File: config.mk
export PLATFORM = sky130hd
export DESIGN_NAME = uart_tx_arbiter_flat
export DESIGN_NICKNAME = d
export VERILOG_FILES = /design/src/rtl/uart_tx_arbiter_if.sv /design/src/rtl/uart_tx_arbiter.sv /design/src/flat_wrapper.sv
export SDC_FILE = /design/constraint.sdc
export NUM_CORES = 1
export LEC_CHECK = 0
export CORE_ASPECT_RATIO = 0.9
export CORE_MARGIN = 3
export CORE_UTILIZATION = 31
export DETAILED_ROUTE_END_ITERATION = 16
export MAX_ROUTING_LAYER = met4
export PLACE_DENSITY_LB_ADDON = 0.12
export SLEW_MARGIN = 20
export SYNTH_ARGS = -nofsm -noshare
export SYNTH_HDL_FRONTEND = slang
export SYNTH_SLANG_ARGS = --single-unit
File: constraint.sdc
create_clock -name mclk -period 3.6 [get_ports mclk]
set_input_delay 0.72 -clock mclk [delete_from_list [all_inputs] [get_ports mclk]]
set_output_delay 0.72 -clock mclk [all_outputs]
set_load 0.02 [all_outputs]
File: src/rtl/uart_tx_arbiter_if.sv
// Handshake bundle between message producers, the round-robin arbiter and the
// UART serializer. The arbiter takes the slave modport; producers/serializer the master.
interface uart_tx_arbiter_if #(
  parameter int NUM_REQ = 4
) ();
  localparam int GW = (NUM_REQ > 1) ? $clog2(NUM_REQ) : 1;

  logic [NUM_REQ-1:0]   req_valid;
  logic [NUM_REQ*8-1:0] req_data;
  logic [NUM_REQ-1:0]   req_last;
  logic [NUM_REQ-1:0]   req_ready;
  logic                 tx_valid;
  logic [7:0]           tx_data;
  logic                 tx_ready;
  logic                 grant_valid;
  logic [GW-1:0]        grant_id;
  logic                 msg_done;
  logic                 timeout_err;

  modport slave (
    input  req_valid, req_data, req_last, tx_ready,
    output req_ready, tx_valid, tx_data, grant_valid, grant_id, msg_done, timeout_err
  );

  modport master (
    output req_valid, req_data, req_last, tx_ready,
    input  req_ready, tx_valid, tx_data, grant_valid, grant_id, msg_done, timeout_err
  );
endinterface

File: src/rtl/uart_tx_arbiter.sv
// Round-robin, message-granular arbiter feeding one byte-wide UART serializer
// through a single holding register, with producer-stall timeout and inter-message gap.
module uart_tx_arbiter #(
  parameter int NUM_REQ        = 4,
  parameter int GAP_CYCLES     = 0,
  parameter int TIMEOUT_CYCLES = 1000000
) (
  input logic              mclk,
  input logic              rst_n,
  uart_tx_arbiter_if.slave bus
);
  localparam int GW = (NUM_REQ > 1) ? $clog2(NUM_REQ) : 1;
  localparam int TW = (TIMEOUT_CYCLES > 1) ? $clog2(TIMEOUT_CYCLES) : 1;
  localparam int PW = (GAP_CYCLES > 1) ? $clog2(GAP_CYCLES) : 1;
  localparam logic [TW-1:0] TO_LAST  = TW'((TIMEOUT_CYCLES > 0) ? TIMEOUT_CYCLES - 1 : 0);
  localparam logic [PW-1:0] GAP_LAST = PW'((GAP_CYCLES > 0) ? GAP_CYCLES - 1 : 0);
  localparam logic [GW-1:0] LAST_ID  = GW'(NUM_REQ - 1);

  typedef enum logic [1:0] {IDLE, LOCK, GAP} state_e;

  state_e        state_q, state_d;
  logic [GW-1:0] ptr_q, ptr_d;
  logic [GW-1:0] gid_q, gid_d;
  logic          gvalid_q, gvalid_d;
  logic          txv_q, txv_d;
  logic [7:0]    txd_q, txd_d;
  logic          hlast_q, hlast_d;
  logic          done_q, done_d;
  logic          tmo_q, tmo_d;
  logic [PW-1:0] gap_cnt_q, gap_cnt_d;
  logic [TW-1:0] to_cnt_q, to_cnt_d;

  logic [GW-1:0]      win_id, lo_id, hi_id;
  logic               hi_found;
  logic               sel_valid, sel_last;
  logic [7:0]         sel_data;
  logic [NUM_REQ-1:0] ready;
  logic               capture, drain;
  logic [GW-1:0]      ptr_next;

  // Lowest set bit at or above the pointer wins; otherwise wrap to the lowest set bit.
  always_comb begin
    lo_id    = '0;
    hi_id    = '0;
    hi_found = 1'b0;
    for (int j = NUM_REQ - 1; j >= 0; j--) begin
      if (bus.req_valid[j]) begin
        lo_id = GW'(j);
        if (GW'(j) >= ptr_q) begin
          hi_id    = GW'(j);
          hi_found = 1'b1;
        end
      end
    end
    win_id = hi_found ? hi_id : lo_id;
  end

  always_comb begin
    sel_valid = 1'b0;
    sel_last  = 1'b0;
    sel_data  = '0;
    ready     = '0;
    for (int i = 0; i < NUM_REQ; i++) begin
      if (gid_q == GW'(i)) begin
        sel_valid = bus.req_valid[i];
        sel_last  = bus.req_last[i];
        sel_data  = bus.req_data[i*8 +: 8];
        ready[i]  = (state_q == LOCK) && !txv_q;
      end
    end
  end

  assign capture  = (state_q == LOCK) && !txv_q && sel_valid;
  assign drain    = txv_q && bus.tx_ready;
  assign ptr_next = (gid_q == LAST_ID) ? '0 : gid_q + GW'(1);

  always_comb begin
    state_d   = state_q;
    ptr_d     = ptr_q;
    gid_d     = gid_q;
    gvalid_d  = gvalid_q;
    txv_d     = txv_q;
    txd_d     = txd_q;
    hlast_d   = hlast_q;
    done_d    = 1'b0;
    tmo_d     = 1'b0;
    gap_cnt_d = gap_cnt_q;
    to_cnt_d  = to_cnt_q;
    case (state_q)
      IDLE: begin
        if (|bus.req_valid) begin
          state_d  = LOCK;
          gid_d    = win_id;
          gvalid_d = 1'b1;
          to_cnt_d = '0;
        end
      end
      LOCK: begin
        if (capture) begin
          txd_d    = sel_data;
          hlast_d  = sel_last;
          txv_d    = 1'b1;
          to_cnt_d = '0;
        end else if (drain) begin
          txv_d = 1'b0;
          if (hlast_q) begin
            done_d    = 1'b1;
            gvalid_d  = 1'b0;
            ptr_d     = ptr_next;
            gap_cnt_d = '0;
            state_d   = (GAP_CYCLES > 0) ? GAP : IDLE;
          end
        end else if (!txv_q && (TIMEOUT_CYCLES != 0)) begin
          // Only an empty holding register counts as a producer stall.
          if (to_cnt_q == TO_LAST) begin
            tmo_d    = 1'b1;
            gvalid_d = 1'b0;
            ptr_d    = ptr_next;
            to_cnt_d = '0;
            state_d  = IDLE;
          end else begin
            to_cnt_d = to_cnt_q + TW'(1);
          end
        end
      end
      GAP: begin
        if (gap_cnt_q == GAP_LAST) begin
          gap_cnt_d = '0;
          state_d   = IDLE;
        end else begin
          gap_cnt_d = gap_cnt_q + PW'(1);
        end
      end
      default: state_d = IDLE;
    endcase
  end

  always_ff @(posedge mclk or negedge rst_n) begin
    if (!rst_n) begin
      state_q   <= IDLE;
      ptr_q     <= '0;
      gid_q     <= '0;
      gvalid_q  <= 1'b0;
      txv_q     <= 1'b0;
      txd_q     <= 8'h00;
      hlast_q   <= 1'b0;
      done_q    <= 1'b0;
      tmo_q     <= 1'b0;
      gap_cnt_q <= '0;
      to_cnt_q  <= '0;
    end else begin
      state_q   <= state_d;
      ptr_q     <= ptr_d;
      gid_q     <= gid_d;
      gvalid_q  <= gvalid_d;
      txv_q     <= txv_d;
      txd_q     <= txd_d;
      hlast_q   <= hlast_d;
      done_q    <= done_d;
      tmo_q     <= tmo_d;
      gap_cnt_q <= gap_cnt_d;
      to_cnt_q  <= to_cnt_d;
    end
  end

  assign bus.req_ready   = ready;
  assign bus.tx_valid    = txv_q;
  assign bus.tx_data     = txd_q;
  assign bus.grant_valid = gvalid_q;
  assign bus.grant_id    = gid_q;
  assign bus.msg_done    = done_q;
  assign bus.timeout_err = tmo_q;
endmodule

File: src/flat_wrapper.sv
// flat-port wrapper written by rule: the top's interface ports become plain ports
module uart_tx_arbiter_flat 
#(
  parameter int NUM_REQ        = 4,
  parameter int GAP_CYCLES     = 0,
  parameter int TIMEOUT_CYCLES = 1000000
)
  (mclk, rst_n, bus_req_valid, bus_req_data, bus_req_last, bus_tx_ready, bus_req_ready, bus_tx_valid, bus_tx_data, bus_grant_valid, bus_grant_id, bus_msg_done, bus_timeout_err);
  uart_tx_arbiter_if #(.NUM_REQ(NUM_REQ)) bus_i ();
  input logic mclk;
  input logic rst_n;
  input wire logic [$bits(bus_i.req_valid)-1:0] bus_req_valid;
  input wire logic [$bits(bus_i.req_data)-1:0] bus_req_data;
  input wire logic [$bits(bus_i.req_last)-1:0] bus_req_last;
  input wire logic [$bits(bus_i.tx_ready)-1:0] bus_tx_ready;
  output wire logic [$bits(bus_i.req_ready)-1:0] bus_req_ready;
  output wire logic [$bits(bus_i.tx_valid)-1:0] bus_tx_valid;
  output wire logic [$bits(bus_i.tx_data)-1:0] bus_tx_data;
  output wire logic [$bits(bus_i.grant_valid)-1:0] bus_grant_valid;
  output wire logic [$bits(bus_i.grant_id)-1:0] bus_grant_id;
  output wire logic [$bits(bus_i.msg_done)-1:0] bus_msg_done;
  output wire logic [$bits(bus_i.timeout_err)-1:0] bus_timeout_err;
  assign bus_i.req_valid = bus_req_valid;
  assign bus_i.req_data = bus_req_data;
  assign bus_i.req_last = bus_req_last;
  assign bus_i.tx_ready = bus_tx_ready;
  assign bus_req_ready = bus_i.req_ready;
  assign bus_tx_valid = bus_i.tx_valid;
  assign bus_tx_data = bus_i.tx_data;
  assign bus_grant_valid = bus_i.grant_valid;
  assign bus_grant_id = bus_i.grant_id;
  assign bus_msg_done = bus_i.msg_done;
  assign bus_timeout_err = bus_i.timeout_err;
  uart_tx_arbiter #(.NUM_REQ(NUM_REQ), .GAP_CYCLES(GAP_CYCLES), .TIMEOUT_CYCLES(TIMEOUT_CYCLES)) u_core (.mclk(mclk), .rst_n(rst_n), .bus(bus_i));
endmodule
==> results of run 1 <==
## stage by stage
stage	area, sq um	setup WS, ns	hold slack (ns)
2_1_floorplan	2300	1.34	0.424
3_3_place_gp	2940	0.970	0.483
3_5_place_dp	2940	0.935	0.496
4_1_cts	3040	0.602	0.506
5_1_grt	3040	0.442	0.557
6_report	3040	0.602	0.508
## cell families after synthesis
logic type,after synthesis
AO/OA/AOI/OAI,82
adder cells (fa/ha/maj),5
buffers and inverters,24
flip-flops,37
multiplexers,5
AND/OR/NAND/NOR,104
## power breakdown
group          switching [mW]  leakage (nW)  total [mW]  internal (mW)
clock                   0.163        0.0542       0.336          0.173
combinational           0.729         0.708        1.27          0.539
sequential              0.104         0.474       0.633          0.529
total                   0.996          1.24        2.24           1.24
## worst register-to-register path: stages, from the launching register on
cell and delay, ns:
dfrtp_1 0.43, ha_1 0.71, nor2_1 0.11, a211oi_2 0.36, a21oi_2 0.09, buf_4 0.20, o21ai_1 0.18, mux2_2 0.37
## synth_stat cells, types with 3 or more instances
master,instances
nor2b_1,13
buf_2,5
clkbuf_1,7
o21ai_0,5
and3_1,8
dfrtp_1,37
nand3_1,9
nand4_1,8
nand3b_1,9
nor2_1,16
mux2i_1,3
inv_1,8
a31oi_1,26
nor3_1,10
a221oi_1,9
o22ai_1,4
nand2_1,12
ha_1,5
a21oi_1,25
and4_1,3
buf_6,3
and2_1,6
## sequential cells by signal, summed over array words and instances (netlist names)
name	flops
u_core.bus.grant_id	2
u_core.bus.tx_valid	1
u_core.ptr_q	2
u_core.bus.timeout_err	1
u_core.state_q	1
u_core.hlast_q	1
u_core.to_cnt_q	20
u_core.bus.tx_data	8
u_core.bus.msg_done	1
## final cells by class
cell class / count / share of cell area
tap: 93 / 0.0383
clock inverter: 1 / 0.00165
timing repair buffer: 63 / 0.203
sequential: 37 / 0.305
multi-input combinational: 196 / 0.411
inverter: 8 / 0.00988
clock buffer: 7 / 0.0317
## worst min path at each step
stage,startpoint,end,depth (start not counted)
final,rst_n,u_core.bus.grant_id[1],1
after global routing,u_core.to_cnt_q[14],u_core.to_cnt_q[14],1
after CTS,u_core.to_cnt_q[19],u_core.to_cnt_q[19],1
after detailed placement,u_core.to_cnt_q[19],u_core.to_cnt_q[19],1
after global placement,u_core.to_cnt_q[14],u_core.to_cnt_q[14],1
after floorplan,rst_n,u_core.bus.grant_id[0],0
## metal layers
metal,part of all wire,vias up,global-route usage
met4,0.014,0,0.0497
li1,-,1080,-
met1,0.49,1040,0.221
met2,0.45,50,0.249
met3,0.047,7,0.0454
met5,0,-,-
==> flow_summary.json, run 1 <==
{
  "synth_seq_cells": 37,
  "die_area_sq_mm": 0.00848,
  "synth_cell_types": 42,
  "fp.coreArea_sq_mm": 0.00711,
  "start_util": 0.323,
  "drv_slew": 0,
  "mostFrequentLayoutCells": "clkdlybuf4s50_1 (59), dfrtp_1 (37), a31oi_1 (26), a21oi_1 (25), nor2_1 (16)",
  "synth_area_leader_cell": "dfrtp_1",
  "drtIter0Drc": 89,
  "syn2layout_area_growth_pct": 32.4,
  "synth_compound_area_frac": 0.227,
  "critical_path_arrival_ns": 2.28,
  "syn_avg_cell_area_sq_um": 8.94,
  "path_depth": 4,
  "hold_viol_final": 0,
  "reg2reg_from": "u_core.bus.grant_id[0]",
  "instances_no_fill": 405,
  "path_class": "reg2out",
  "layout_commonest_cell": "clkdlybuf4s50_1",
  "r2r_slack_ns": 1.04,
  "status": "finished clean",
  "synth_area_sq_mm": 0.00230,
  "antenna_cells": 0,
  "htreeDepth": 2,
  "drt-pass1-iter-count": 4,
  "cts-resized-gates": 0,
  "critical_path_buf_inv_count": 2,
  "die_h_microns": 87.7,
  "irDropWorstVdd_v": 0.000318,
  "cpMaxStageDelayCell": "ha_1",
  "final_core_util": 0.428,
  "finalCritPeriodShare": 0.833,
  "cts_buffers": 5,
  "reg2regPathDepth": 7,
  "nets": 359,
  "track_usage": 0.166,
  "ant_nets": 0,
  "drive_above_1_share": 0.0641,
  "dr_total_vias": 2177,
  "critPathMaxFanout": 21,
  "synth_top_cell_area_share": 0.403,
  "yosys_warnings": 0,
  "viasPerCell": 5.38,
  "drv_cap": 0,
  "fillers": 741,
  "antenna_found_initial": 0,
  "grt_pass1_vias": 2128,
  "synthCells": 257,
  "post_cts_buffers": 0,
  "yosys.area_share.simple": 0.266,
  "worst_slew_pin_slew_ns": 1.05,
  "io_buffer_count": 60,
  "ys.flop_type": "dfrtp_1",
  "synth-edff-count": 0,
  "crit_end": "bus_req_ready[2]",
  "max_slew_margin": 0.299,
  "r2r-end": "u_core.ptr_q[0]",
  "p_leak_nw": 1.24,
  "die_x_microns": 96.7,
  "power.total_mw": 2.24,
  "gr-total-overflow": 0,
  "clkTransAtPathRegs_ns": 0.08,
  "setup_viol": 0,
  "synthAdderAreaFrac": 0.0272,
  "fin_crit_ns": 3.00,
  "dpl.hpwl_microns": 4680,
  "power_per_cell_area_mw_per_mm2": 736,
  "cpPeakStageDelay_ns": 0.60,
  "wl_per_cell_microns": 16.2,
  "synth_xor_xnor_area_share": 0,
  "holdBufCountCts": 0,
  "routabilityCongestion": 0.756,
  "rows": 29,
  "cts_root_buf": "clkbuf_8",
  "crit_family": "buffers and inverters",
  "fin_worst_skew_ns": 0.00418,
  "wirelength_microns": 6560,
  "critPathCaptureType": "output port",
  "clockBufferDepth": 2,
  "drc_errors": 0,
  "dp.cells": 397,
  "cts_tree": "done",
  "grt_max_degree": 38,
  "critical_path.startpoint_type": "flip-flop",
  "clk_latency_ns": 0.30,
  "ys_seq_area_frac": 0.403,
  "finalSetupTns_ns": 0,
  "synth_fp_nets": 305,
  "io_pins": 61,
  "async_reset_ff_frac": 1.00,
  "layout.area.seq_sq_um": 926,
  "worstSetupStartpoint": "u_core.bus.grant_id[0]",
  "synth_top_family_by_area": "simple AND/OR/NAND/NOR gates",
  "muxShareOfSynthArea": 0.0229,
  "cts.sinks": 37,
  "required_ns": 2.88,
  "fmax_ghz": 0.334,
  "crit_chain": "inv_1 -> ha_1 -> and2_1 -> clkdlybuf4s50_1",
  "multi_input_area_sq_mm": 0.00125,
  "hold_path.class": "in2async",
  "rsz0062_at_grt": "no",
  "grt_pass1_wl_microns": 11000,
  "synth_area_leaders": "dfrtp_1 (40%), a31oi_1 (7.1%), a21oi_1 (5.4%)"
}
Power figures use the tool's default switching activity.
==> run 2, diff against run 1 <==
==> constraint.sdc (replaced) <==
create_clock -name mclk -period 3.1 [get_ports mclk]
set_input_delay 0.62 -clock mclk [delete_from_list [all_inputs] [get_ports mclk]]
set_output_delay 0.62 -clock mclk [all_outputs]
set_load 0.02 [all_outputs]
==> flow_summary.json, run 2 (synthesized netlist as in run 1, its figures left out) <==
{
  "status": "finished clean",
  "dr_total_vias": 2158,
  "drive_above_1_share": 0.0609,
  "drv_cap": 0,
  "finalCritPeriodShare": 0.922,
  "fp.coreArea_sq_mm": 0.00711,
  "wirelength_microns": 6440,
  "wl_per_cell_microns": 15.9,
  "critical_path_arrival_ns": 2.24,
  "grt_max_degree": 38,
  "cts_tree": "done",
  "htreeDepth": 2,
  "required_ns": 2.48,
  "die_area_sq_mm": 0.00848,
  "die_x_microns": 96.7,
  "gr-total-overflow": 0,
  "routabilityCongestion": 0.811,
  "drv_slew": 0,
  "irDropWorstVdd_v": 0.000324,
  "post-place-ws_ns": 0.369,
  "cts.sinks": 37,
  "critPathCaptureType": "output port",
  "ant_nets": 0,
  "antenna_cells": 0,
  "setup_viol": 0,
  "clk_latency_ns": 0.29,
  "die_h_microns": 87.7,
  "start_util": 0.323,
  "cts_buffers": 5,
  "clockBufferDepth": 2,
  "worst_slew_pin_slew_ns": 1.07,
  "antenna_found_initial": 0,
  "largest_register": "u_core.to_cnt_q",
  "holdBufCountCts": 0,
  "grt_pass1_vias": 2079,
  "syn2layout_area_growth_pct": 32.0,
  "layout_commonest_cell": "clkdlybuf4s50_1",
  "rows": 29,
  "max_slew_margin": 0.285,
  "cts_root_buf": "clkbuf_8",
  "mostFrequentLayoutCells": "clkdlybuf4s50_1 (59), dfrtp_1 (37), a31oi_1 (26), a21oi_1 (25), nor2_1 (16)",
  "finalSetupTns_ns": 0,
  "power_per_cell_area_mw_per_mm2": 839,
  "drt-pass1-iter-count": 4,
  "fin_crit_ns": 2.86,
  "largest_reg_flops": 20,
  "reg2regPathDepth": 6,
  "cts-resized-gates": 0,
  "track_usage": 0.160,
  "grt_pass1_wl_microns": 10700,
  "post_cts_buffers": 0,
  "hold_viol_final": 0,
  "fillers": 735,
  "io_buffer_count": 60,
  "rsz0062_at_grt": "no",
  "drc_errors": 0,
  "hold_path.class": "in2async",
  "setup_ws_ns": 0.241,
  "viasPerCell": 5.33,
  "clkTransAtPathRegs_ns": 0.07,
  "fin_worst_skew_ns": 0.00311,
  "path_class": "reg2out",
  "fmax_ghz": 0.350,
  "dpl.hpwl_microns": 4670,
  "critPathMaxFanout": 23,
  "io_pins": 61,
  "p_leak_nw": 1.23,
  "drtIter0Drc": 77,
  "nets": 360,
  "critical_path.startpoint_type": "flip-flop"
}
[run 2: changes by cell type in the layout (fill, tap and decap cells not counted), sizes merged]
cell	previous run	this run
buf	4	5
clkinv	1	0
[run 2: stage by stage]
step                       util  hold slack, ns  std cells  power (mW)  cell area, sq um
after floorplan               -           0.324        257        1.70              2300
after global placement    0.414           0.468        398        2.22              2950
after global routing      0.426           0.503        405        2.77              3030
after CTS                 0.426           0.477        405        2.59              3030
final                     0.426           0.432        405        2.55              3030
after detailed placement  0.414           0.467        398        2.23              2950
[run 2: critical path: stages (launching register included)]
cell	delay (ns)
dfrtp_1	0.42
ha_1	0.69
and2_1	0.23
clkdlybuf4s50_1	0.61
[run 2: final cells by class]
type,count,area (sq um),share of cell area
clock buffers,7,86.3,0.0285
flip-flops and latches,37,926,0.305
inverters,8,30.0,0.00990
repair buffers,64,626,0.206
multi-input cells,196,1250,0.412
well taps,93,116,0.0384
[run 2: worst paths after layout]
check	startpoint	to	slack (ns)
max in group asynchronous	rst_n	u_core.to_cnt_q[19]	2.11
worst min register to register	u_core.to_cnt_q[19]	u_core.to_cnt_q[19]	0.48
worst max register to register	u_core.bus.grant_id[0]	u_core.hlast_q	0.58
worst max-delay path	u_core.bus.grant_id[0]	bus_req_ready[3]	0.24
worst min-delay path	rst_n	u_core.bus.grant_id[1]	0.43
min in group mclk	u_core.to_cnt_q[19]	u_core.to_cnt_q[19]	0.48
[run 2: routing by layer]
| metal | vias to the layer above | GRT usage | share of wire |
|---|---|---|---|
| met1 | 1036 | 0.223 | 0.50 |
| li1 | 1081 | - | - |
| met2 | 34 | 0.244 | 0.46 |
| met5 | - | - | 0 |
| met3 | 7 | 0.0303 | 0.035 |
| met4 | 0 | 0.0344 | 0.0098 |
[run 2: report_power, final]
part           internal (mW)  switching, mW  total [mW]  leakage (nW)
combinational          0.622          0.839        1.46         0.713
clock                  0.177          0.174       0.351        0.0443
sequential             0.614          0.120       0.734         0.474
total                   1.41           1.13        2.55          1.23
